`src/rtl/rr_arbiter_3.sv`:
```
// rr_arbiter_3: three-source round-robin arbiter driving a mux_3_1 select.
// The granted source's data is forwarded to one consumer over valid/ready.
// A hold limit forces rotation when another source is waiting.
//
// mux_3_1 ports:
//   n0, n1, n2  [W-1:0] in  : candidate operands
//   sel         [1:0]   in  : operand select (0..2)
//   res         [W-1:0] out : selected operand
//
// rr_arbiter_3 ports:
//   clk              in  : rising-edge clock
//   rst_n            in  : asynchronous active-low reset
//   req      [2:0]   in  : per-source request
//   d0, d1, d2       in  : source data, DATA_W bits each (DATA_W must be 32)
//   gnt      [2:0]   out : registered one-hot grant, zero when idle
//   sel      [1:0]   out : registered mux select, never 3
//   out_data         out : data of the selected source (combinational)
//   out_valid        out : owner is granted and still requesting
//   out_ready        in  : consumer accepts out_data this edge when valid
//   busy             out : arbiter is in GRANT

module mux_3_1 #(
    parameter int W = 32
) (
    input  logic [W-1:0] n0,
    input  logic [W-1:0] n1,
    input  logic [W-1:0] n2,
    input  logic [1:0]   sel,
    output logic [W-1:0] res
);
    always_comb res = (sel == 2'd0) ? n0 : (sel == 2'd1) ? n1 : (sel == 2'd2) ? n2 : '0;
endmodule

module rr_arbiter_3 #(
    parameter int DATA_W   = 32,
    parameter int MAX_HOLD = 8
) (
    input  logic              clk,
    input  logic              rst_n,
    input  logic [2:0]        req,
    input  logic [DATA_W-1:0] d0,
    input  logic [DATA_W-1:0] d1,
    input  logic [DATA_W-1:0] d2,
    output logic [2:0]        gnt,
    output logic [1:0]        sel,
    output logic [DATA_W-1:0] out_data,
    output logic              out_valid,
    input  logic              out_ready,
    output logic              busy
);
    typedef enum logic {IDLE, GRANT} state_t;

    state_t      state, state_d;
    logic [2:0]  gnt_d;
    logic [1:0]  sel_d, last, last_d;
    logic [7:0]  hold_cnt, hold_d;
    logic [1:0]  p1, p2, pick;
    logic        xfer, hold_hit, others;

    mux_3_1 #(.W(DATA_W)) u_mux (
        .n0 (d0),
        .n1 (d1),
        .n2 (d2),
        .sel(sel),
        .res(out_data)
    );

    // Priority order starts just after the previous owner, which comes last.
    always_comb begin
        p1   = (last == 2'd2) ? 2'd0 : last + 2'd1;
        p2   = (p1 == 2'd2) ? 2'd0 : p1 + 2'd1;
        pick = req[p1] ? p1 : req[p2] ? p2 : last;
    end

    always_comb begin
        xfer     = out_valid && out_ready;
        hold_hit = ({1'b0, hold_cnt} + 9'd1) == 9'(MAX_HOLD);
        others   = |(req & ~gnt);
    end

    always_ff @(posedge clk or negedge rst_n) begin
        if (!rst_n) begin
            state    <= IDLE;
            gnt      <= 3'b000;
            sel      <= 2'd0;
            last     <= 2'd2;
            hold_cnt <= 8'd0;
        end else begin
            state    <= state_d;
            gnt      <= gnt_d;
            sel      <= sel_d;
            last     <= last_d;
            hold_cnt <= hold_d;
        end
    end

    // sel is left alone on release so it only moves when a new grant is made.
    always_comb begin
        state_d = state;
        gnt_d   = gnt;
        sel_d   = sel;
        last_d  = last;
        hold_d  = hold_cnt;
        if (state == IDLE) begin
            if (|req) begin
                state_d = GRANT;
                gnt_d   = 3'b001 << pick;
                sel_d   = pick;
                last_d  = pick;
                hold_d  = 8'd0;
            end
        end else if (!req[sel]) begin
            state_d = IDLE;
            gnt_d   = 3'b000;
        end else if (xfer) begin
            hold_d = (hold_cnt == 8'hFF) ? hold_cnt : hold_cnt + 8'd1;
            if (hold_hit && others) begin
                state_d = IDLE;
                gnt_d   = 3'b000;
            end
        end
    end

    always_comb begin
        busy      = state == GRANT;
        out_valid = |(gnt & req);
    end

    a_onehot: assert property (@(posedge clk) disable iff (!rst_n) $onehot0(gnt));
    a_busy:   assert property (@(posedge clk) disable iff (!rst_n) (gnt != 3'b000) == busy);
    a_sel:    assert property (@(posedge clk) disable iff (!rst_n) busy |-> gnt[sel]);
    a_valid:  assert property (@(posedge clk) disable iff (!rst_n) out_valid |-> busy);
endmodule

```
`config.mk`:
```
export PLATFORM = sky130hd
export DESIGN_NAME = rr_arbiter_3
export DESIGN_NICKNAME = d
export VERILOG_FILES = /design/src/rtl/rr_arbiter_3.sv
export SDC_FILE = /design/constraint.sdc
export NUM_CORES = 1
export LEC_CHECK = 0
export CORE_MARGIN = 2
export CORE_UTILIZATION = 29
export DETAILED_ROUTE_END_ITERATION = 8
export PLACE_DENSITY = 0.82
export SETUP_SLACK_MARGIN = 0.15
export SYNTH_ARGS = -nofsm -noshare
export SYNTH_HDL_FRONTEND = slang
export SYNTH_SLANG_ARGS = --single-unit
```
`constraint.sdc`:
```
create_clock -name clk -period 1.8 [get_ports clk]
set_input_delay 0.36 -clock clk [delete_from_list [all_inputs] [get_ports clk]]
set_output_delay 0.36 -clock clk [all_outputs]
set_load 0.02 [all_outputs]
```
==> impl_metrics.csv, run 1 <==
group,metric,value,unit
synth,synth_async_sr_flop_share,100,%
timing,slew_margin_rel,71.5,%
layout,fillCellCount,381,
hold_path,min-delay-path-class,"input pin to async pin",
timing,post_layout_min_period,1.89,ns
floorplan,width_of_the_die,79.6,µm
route,num_vias,2547,
synth,synth_top_flop_cell,"dfrtp_1",
route,routedLengthMet1,3280,µm
synth,netlist-cell-type-count,42,
place,io_buffers,140,
route,wl_met2,4700,µm
floorplan,floorplan.die_area,6330,µm²
setup_path,worst-endpoint-arrival,1.53,ns
outcome,violations,"negative setup slack",
clocking,h-tree-depth,1,
setup_path,crit_start,"sel[1]",
setup_path,timing.critical_path.from_type,"register",
setup_path,critical-path-max-stage-delay,0.46,ns
setup_path,reg2reg_depth,8,
floorplan,placementRows,27,
clocking,cts_root_buf,"clkbuf_8",
route,detail_route.iter0.violations,199,
layout,final_area,4000,µm²
setup_path,timing.critical_path.buf_inv,3,
synth,syn_avg_cell_area,7.33,µm²
timing,setup-violations-final,17,
synth,synth.ff_latch_count,15,
timing,final_min_period_over_clock_period,105,%
route,dr.max_layer_used,"met4",
route,wl,9000,µm
floorplan,fp.coreArea,5510,µm²
power,power.density,1410,nW/µm²
power,vdd.ir_drop.worst,0.000860,V
setup_path,worst_ep_required_time,1.44,ns
clocking,clkSlewWorstSetupHoldPaths,0.06,ns
timing,final.hold.worst_slack,0.419,ns
synth,post_synth_inst_count,226,
clocking,max-clock-path-buffers,2,
synth,syn-num-nets,330,
setup_path,cp-end-kind,"output pin",
layout,antenna_cells,0,
setup_path,cp_top_family,"flip-flops",
setup_path,critical_path_peak_fanout,8,
floorplan,die_y,79.6,µm
place,placed_area,3460,µm²
floorplan,boundary_pins,141,
setup_path,cp.depth,5,
place,routabilityCongestion,0.827,
synth,yosysWarnings,0,
flow_run,drv.max_cap_violation_count,0,
setup_path,r2r_start,"hold_cnt[0]",
clocking,clock_latency,0.25,ns
timing,final_critical_path_setup_slack,-0.0891,ns
synth,yosysSeqAreaShare,22.7,%
route,met3_wirelength,660,µm
global_route,globalRouteTotalUtil,23.4,%
timing,fin_worst_skew,0.00910,ns
place,detailed_place_hpwl,5800,µm
route,detailedRoute.firstPassIterationCount,4,
timing,timing.final.hold_violations,0,
setup_path,timing.setup.critical_path_class,"register to output pin",
route,ant_nets,0,
setup_path,regToRegSetupSlack,0,ns
route,detail_route.vias_per_cell,5.30,
clocking,clock_sink_count,15,
setup_path,crit_path_top_delay_cell,"dfrtp_2",
clocking,cts_tree,"done",
global_route,antenna_found_initial,0,
setup_path,critical_path.cell_chain,"buf_12 > clkbuf_16 > mux2i_1 > o21ai_2 > buf_6",
global_route,first_global_vias,2301,
route,drc,0,
clocking,cts-buffers-inserted,3,
synth,synth-edff-count,0,
synth,synth_area,1660,µm²
power,power.leakage,1.71,nW
floorplan,floorplan.initialDensity,30.1,%
timing,drv_slew,0,
global_route,grt_first_pass_wirelength,11700,µm
layout,final_layout_size_suffix_gt1_share,39.1,%
layout,final_nets,514,
timing,finalSetupTns,-0.607,ns
global_route,globalRoute.totalOverflow,0,
timing,worst_slew_pin_slew,0.424,ns
timing,timing.fmax,529,MHz
global_route,largest_net_degree_at_the_start_of_global_routing,34,
layout,final_core_util,72.6,%
outcome,run_status,"complete, but fails checks",
timing,rsz_0062_raised_after_global_routing,"true",
layout,area.growth.synth_to_final,141,%
route,detail_route.wl_per_cell,18.7,µm
-- final timing paths --
kind | to
min reg2reg | last[1]
max reg2reg | gnt[0]
min in group clk | last[1]
max in group asynchronous | last[1]
min | hold_cnt[2]
max | out_data[3]
-- sequential cells by signal, indices dropped and copies added, names as in the netlist --
| register | count |
|---|---|
| hold_cnt | 8 |
| gnt | 3 |
| sel | 2 |
| busy | 1 |
| last | 1 |
-- layer usage --
metal,vias to the layer above,track usage [%]
met2,114,44.3
met5,-,0
met4,0,5.69
met3,25,4.75
met1,1219,26.5
li1,1189,-
-- synth_stat cells (2+ instances only) --
cell type | n | area share [%]
dfrtp_1 | 14 | 21
mux2i_1 | 34 | 21
buf_6 | 2 | 1.4
nand2_1 | 42 | 9.5
or3_1 | 4 | 1.5
clkbuf_1 | 9 | 2.0
nand4_1 | 3 | 1.1
o21a_1 | 2 | 0.91
ha_1 | 2 | 1.5
buf_1 | 3 | 0.68
nor3_1 | 2 | 0.60
a21o_1 | 2 | 0.91
a21oi_1 | 9 | 2.7
o21ai_0 | 7 | 2.1
nand3_1 | 5 | 1.5
nor2_1 | 3 | 0.68
o21ai_1 | 41 | 12
and3_1 | 3 | 1.1
nand2b_1 | 4 | 1.5
buf_4 | 2 | 0.91
and2_1 | 3 | 1.1
o22ai_1 | 2 | 0.76
inv_1 | 9 | 2.0
-- logic make-up (layout without fill, tap and decap cells) --
kind of cell | Yosys count | in the layout | synth area share (%)
adders and majority gates | 2 | 2 | 1.51
muxes | 34 | 34 | 20.5
DFF | 15 | 15 | 22.7
and+or+nand+nor | 77 | 77 | 22.7
buffers and inverters | 26 | 209 | 7.33
AOI/OAI and AO/OA | 72 | 72 | 25.2
-- report_power, final --
| group | internal, W | switching (W) | total [W] |
|---|---|---|---|
| registers | 0.000436 | 0.0000966 | 0.000532 |
| logic | 0.00254 | 0.00230 | 0.00484 |
| clock network | 0.000157 | 0.000118 | 0.000275 |
-- metrics by stage --
step	setup slack [ns]	total power [W]	cells
after floorplan	0.0582	0.00258	226
after global placement	-0.467	0.00418	449
after detailed placement	-0.433	0.00424	449
after CTS	-0.0780	0.00499	467
after global routing	-0.226	0.00590	481
final	-0.0891	0.00565	481
-- cell type report --
class                      instances  area, µm²  area share, %
sequential                        15        382           9.55
timing repair buffer             196       2020           50.7
inverter                           9       33.8          0.845
clock buffer                       4       45.0           1.13
multi-input combinational        185       1420           35.6
tap                               72       90.1           2.25
-- cell usage in the layout (no fill, tap or decap), drive strengths merged, types with 2 or more instances in the layout --
cell type	n
and3	3
mux2i	34
ha	2
dfrtp	14
nor3	2
a211oi	2
or3	4
o21ai	48
nand2b	4
o22ai	2
clkdlybuf4s50	99
nor2	3
o21a	2
nand3	6
a21o	2
inv	9
a21oi	9
and2	3
buf	86
dlygate4sd2	7
nand2	42
nand4	3
clkbuf	8
-- repair_timing --
| item | in CTS | in global routing |
|---|---|---|
| buffers inserted | 12 | 11 |
| cloned | 2 | 3 |
| hold buffers | 0 | 0 |
| setup endpoints to repair | 50 | 46 |
| pin swaps | 8 | 14 |
| gates resized for setup | 209 | 34 |
No activity file was read; power rests on OpenSTA's default activity.
==> inputs of run 2 (changes only) <==
Settings changed: CORE_UTILIZATION 29 to 33, PLACE_DENSITY 0.82 to 0.88.
Clock period 1.8 ns to 2.1 ns, I/O delays scaled along.
==> impl_metrics.csv, run 2 (synthesized netlist as in run 1, its figures left out) <==
group,metric,value,unit
power,power.density,1060,nW/µm²
clocking,cts-buffers-inserted,3,
layout,final_layout_size_suffix_gt1_share,16.4,%
route,ant_nets,0,
route,num_vias,2304,
layout,area_occupied_by_multi_input_gates,1180,µm²
layout,reg_top3,"hold_cnt (8), gnt (3), sel (2)",
outcome,run_status,"completed",
power,power.switching_fraction,48.8,%
setup_path,worst_ep_required_time,1.68,ns
timing,final_min_period_over_clock_period,93.2,%
route,detail_route.wl_per_cell,15.8,µm
power,finalPower,0.00346,W
clocking,cts_root_buf,"clkbuf_8",
layout,sequential_cell_area,378,µm²
clocking,clkSlewWorstSetupHoldPaths,0.06,ns
layout,registers.top_by_ff_count,"hold_cnt",
clocking,cts_tree,"done",
route,drc,0,
floorplan,floorplan.die_area,5600,µm²
timing,timing.final.hold_violations,0,
floorplan,die_y,74.9,µm
layout,final_nets,484,
route,wl,7060,µm
floorplan,boundary_pins,141,
clocking,clock_latency,0.25,ns
place,io_buffers,140,
power,clkPwrFrac,7.0,%
power,combinational_group_share_of_total_power,80.2,%
timing,worst_slew_pin_slew,0.450,ns
setup_path,worst-endpoint-arrival,1.54,ns
setup_path,cp-end-kind,"output pin",
power,power.internal,0.00177,W
global_route,first_global_vias,2133,
timing,setup-violations-final,0,
route,detail_route.iter0.violations,130,
layout,most-common-layout-cells,"clkdlybuf4s50_1, nand2_1, o21ai_1, mux2i_1, buf_4",
setup_path,critical_path_peak_fanout,25,
clocking,max-clock-path-buffers,2,
layout,mostFrequentLayoutCell,"clkdlybuf4s50_1",
timing,post_layout_min_period,1.96,ns
global_route,globalRoute.totalOverflow,0,
place,detailed_place_hpwl,5550,µm
floorplan,floorplan.initialDensity,34.6,%
route,detailedRoute.firstPassIterationCount,4,
global_route,largest_net_degree_at_the_start_of_global_routing,26,
timing,rsz_0062_raised_after_global_routing,"true",
place,routabilityCongestion,0.882,
power,seq_power_share,12.8,%
floorplan,width_of_the_die,74.9,µm
global_route,grt_first_pass_wirelength,10100,µm
layout,fillCellCount,392,
timing,timing.fmax,511,MHz
global_route,antenna_found_initial,0,
floorplan,fp.coreArea,4790,µm²
hold_path,min-delay-path-class,"input pin to async pin",
timing,drv_slew,0,
timing,slew_margin_rel,69.7,%
global_route,globalRouteTotalUtil,23.3,%
power,net-switching-power,0.00169,W
floorplan,placementRows,25,
power,power.leakage,1.45,nW
timing,final.hold.worst_slack,0.454,ns
layout,area.growth.synth_to_final,97.4,%
route,detail_route.vias_per_cell,5.17,
timing,fin_worst_skew,0.00352,ns
setup_path,timing.critical_path.from_type,"register",
setup_path,timing.setup.critical_path_class,"register to output pin",
flow_run,drv.max_cap_violation_count,0,
clocking,h-tree-depth,1,
layout,largest_register_ffs,8,
clocking,clock_sink_count,15,
layout,antenna_cells,0,
power,vdd.ir_drop.worst,0.000623,V
==> run 2: power by group through the flow <==
stage	registers [W]	clock network (W)	logic (W)
finish	0.000442	0.000243	0.00277
global route	0.000450	0.000262	0.00297
CTS	0.000438	0.000242	0.00273
detailed placement	0.000438	0	0.00292
global placement	0.000438	0	0.00288
floorplan	0.000498	0	0.00150
==> run 2: metrics by stage <==
| stage | cell area, µm² | util [%] | instances | setup slack (ns) | TNS (ns) |
|---|---|---|---|---|---|
| final | 3270 | 68.3 | 446 | 0.143 | 0 |
| after global routing | 3270 | 68.3 | 446 | 0.0580 | 0 |
| after CTS | 3250 | 67.9 | 445 | 0.124 | 0 |
| after detailed placement | 3260 | 68.0 | 439 | -0.316 | -1.43 |
| after global placement | 3260 | 68.0 | 439 | -0.364 | -1.22 |
| after floorplan | 1660 | - | 226 | 0.177 | 0 |
==> run 2: layer usage <==
layer	wire [µm]	global-route usage, %	vias to the layer above	part of all wire (%)
met3	527	5.35	10	7.5
met5	0	0	-	0
met2	3760	41.0	91	53
met4	79	4.37	0	1.1
li1	-	-	1115	-
met1	2690	29.3	1088	38
==> run 2: final cells by class <==
cell class	count	share of cell area [%]
clock buffers	4	1.38
inverters	9	1.03
multi-input cells	185	36.1
flip-flops and latches	15	11.6
well taps	67	2.56
repair buffers	166	47.4
==> run 2: timing repair <==
action	in CTS	in global routing
hold buffers	0	0
setup buffers	1	1
pin swaps	1	3
gates cloned	1	0
endpoints found under the setup margin	34	34
resized for setup	92	24
==> run 2: critical path: stages, from the launching register on <==
cell and delay (ns):
dfrtp_2 0.42, buf_12 0.22, mux2i_1 0.22, o21ai_1 0.08
dlygate4sd2_1 0.33
==> run 2: worst paths after layout <==
check | from | slack [ns] | to | cells past startpoint
max | sel[1] | 0.14 | out_data[8] | 4
max in group asynchronous | rst_n | 1.18 | sel[0] | 2
min in group clk | hold_cnt[3] | 0.57 | hold_cnt[3] | 1
min | rst_n | 0.45 | hold_cnt[0] | 1
max reg2reg | hold_cnt[0] | 0.21 | gnt[0] | 7
min reg2reg | hold_cnt[3] | 0.57 | hold_cnt[3] | 1
==> inputs of run 3 (changes only) <==
Clock period 2.1 ns to 2.15 ns, I/O delays scaled along.
==> impl_metrics.csv, run 3 (synthesized netlist as in run 1, its figures left out) <==
group,metric,value,unit
route,detail_route.iter0.violations,90,
clocking,cts_tree,"done",
clocking,clkSlewWorstSetupHoldPaths,0.06,ns
layout,final_layout_size_suffix_gt1_share,16.5,%
setup_path,critical_path_peak_fanout,32,
floorplan,width_of_the_die,74.9,µm
timing,final_critical_path_setup_slack,0.186,ns
global_route,grt_first_pass_wirelength,9830,µm
setup_path,r2r_start,"hold_cnt[1]",
layout,antenna_cells,0,
route,drc,0,
clocking,cts_root_buf,"clkbuf_8",
outcome,run_status,"completed",
setup_path,cp-end-kind,"output pin",
floorplan,fp.coreArea,4790,µm²
clocking,max-clock-path-buffers,2,
floorplan,floorplan.initialDensity,34.6,%
timing,drv_slew,0,
setup_path,timing.critical_path.from_type,"register",
flow_run,drv.max_cap_violation_count,0,
global_route,globalRouteTotalUtil,22.7,%
power,power.leakage,1.37,nW
place,io_buffers,140,
timing,worst_slew_pin_slew,0.583,ns
timing,fin_worst_skew,0.00187,ns
global_route,first_global_vias,2124,
power,power.density,1030,nW/µm²
clocking,clock_sink_count,15,
timing,setup-violations-final,0,
setup_path,reg2reg_depth,6,
floorplan,placementRows,25,
layout,largest_register_ffs,8,
layout,final_core_util,66.4,%
timing,rsz_0062_raised_after_global_routing,"true",
layout,final_nets,480,
route,detail_route.wl_per_cell,15.8,µm
setup_path,worst_ep_required_time,1.72,ns
layout,fillCellCount,390,
timing,post_layout_min_period,1.96,ns
setup_path,regToRegSetupSlack,0.24,ns
layout,most-common-layout-cells,"clkdlybuf4s50_1, nand2_1, o21ai_1, mux2i_1, clkbuf_2",
route,num_vias,2281,
layout,registers.top_by_ff_count,"hold_cnt",
floorplan,floorplan.die_area,5600,µm²
timing,timing.fmax,509,MHz
timing,timing.final.hold_violations,0,
clocking,h-tree-depth,1,
timing,final.hold.worst_slack,0.496,ns
timing,finalSetupTns,0,ns
layout,reg_top3,"hold_cnt (8), gnt (3), sel (2)",
route,detail_route.vias_per_cell,5.16,
route,detailedRoute.firstPassIterationCount,5,
clocking,clock_latency,0.25,ns
route,wl,6970,µm
global_route,largest_net_degree_at_the_start_of_global_routing,33,
timing,final_min_period_over_clock_period,91.3,%
route,ant_nets,0,
place,detailed_place_hpwl,5610,µm
clocking,cts-buffers-inserted,3,
place,worst_setup_timing_slack_at_the_placement_stage,-0.182,ns
power,finalPower,0.00326,W
place,routabilityCongestion,0.851,
global_route,globalRoute.totalOverflow,0,
timing,slew_margin_rel,60.8,%
setup_path,worst-endpoint-arrival,1.53,ns
floorplan,boundary_pins,141,
layout,sequential_cell_area,379,µm²
layout,mostFrequentLayoutCell,"clkdlybuf4s50_1",
setup_path,timing.setup.critical_path_class,"register to output pin",
setup_path,r2r_end,"busy",
layout,area.growth.synth_to_final,91.8,%
power,vdd.ir_drop.worst,0.000581,V
floorplan,die_y,74.9,µm
layout,area_occupied_by_multi_input_gates,1180,µm²
global_route,antenna_found_initial,0,
hold_path,min-delay-path-class,"input pin to async pin",
[run 3: cell count changes in the layout (fill, tap and decap cells not counted), moves of 2 or more]
cell	before	now
buf_2	8	1
dlygate4sd2_1	10	2
buf_4	32	19
dlymetal6s2s_1	3	1
clkdlybuf4s50_1	102	106
clkbuf_2	6	27
[run 3: critical path, cell delays in order, from the launching register on]
cell,delay (ns)
dfrtp_2,0.44
nor2b_2,0.16
buf_12,0.20
nand2_1,0.07
o21ai_1,0.06
dlygate4sd2_1,0.35
[run 3: layer usage]
| metal | track usage, % | wire length [µm] | vias up | share of wire [%] |
|---|---|---|---|---|
| met4 | 6.75 | 110 | 0 | 1.6 |
| met1 | 27.9 | 2580 | 1040 | 37 |
| met2 | 40.5 | 3670 | 126 | 53 |
| met3 | 3.75 | 605 | 8 | 8.7 |
| li1 | - | - | 1107 | - |
| met5 | 0 | 0 | - | 0 |
[run 3: cell type report]
cell class,instances,area share (%)
repair buffers,162,45.8
multi-input cells,185,37.1
flip-flops and latches,15,11.9
well taps,67,2.64
clock buffers,4,1.42
inverters,9,1.06
[run 3: power breakdown]
group	switching (W)	total [W]	internal (W)	leakage, nW
clock network	0.000103	0.000234	0.000132	0.0228
registers	0.0000782	0.000440	0.000362	0.195
logic	0.00147	0.00259	0.00111	1.15
[run 3: repair_timing]
item | CTS | global route
pin swaps | 0 | 5
resized for setup | 34 | 64
hold buffers | 0 | 0
setup endpoints to repair | 37 | 41
gates cloned | 0 | 0
setup buffers | 0 | 2
[run 3: metrics by stage]
stage	cell area, µm²	cells
6_report	3180	442
5_1_grt	3180	442
4_1_cts	3240	440
3_5_place_dp	3230	436
3_3_place_gp	3230	436
2_1_floorplan	1660	226
[run 3: how the worst max path moves through the flow]
stage                    to  depth (start not counted)  startpoint
6_report       out_data[22]                          5      sel[1]
5_1_grt           out_valid                          5      req[2]
4_1_cts           out_valid                          5      req[0]
3_5_place_dp      out_valid                          5      req[0]
3_3_place_gp      out_valid                          5      req[0]
2_1_floorplan  out_data[22]                          4      sel[1]
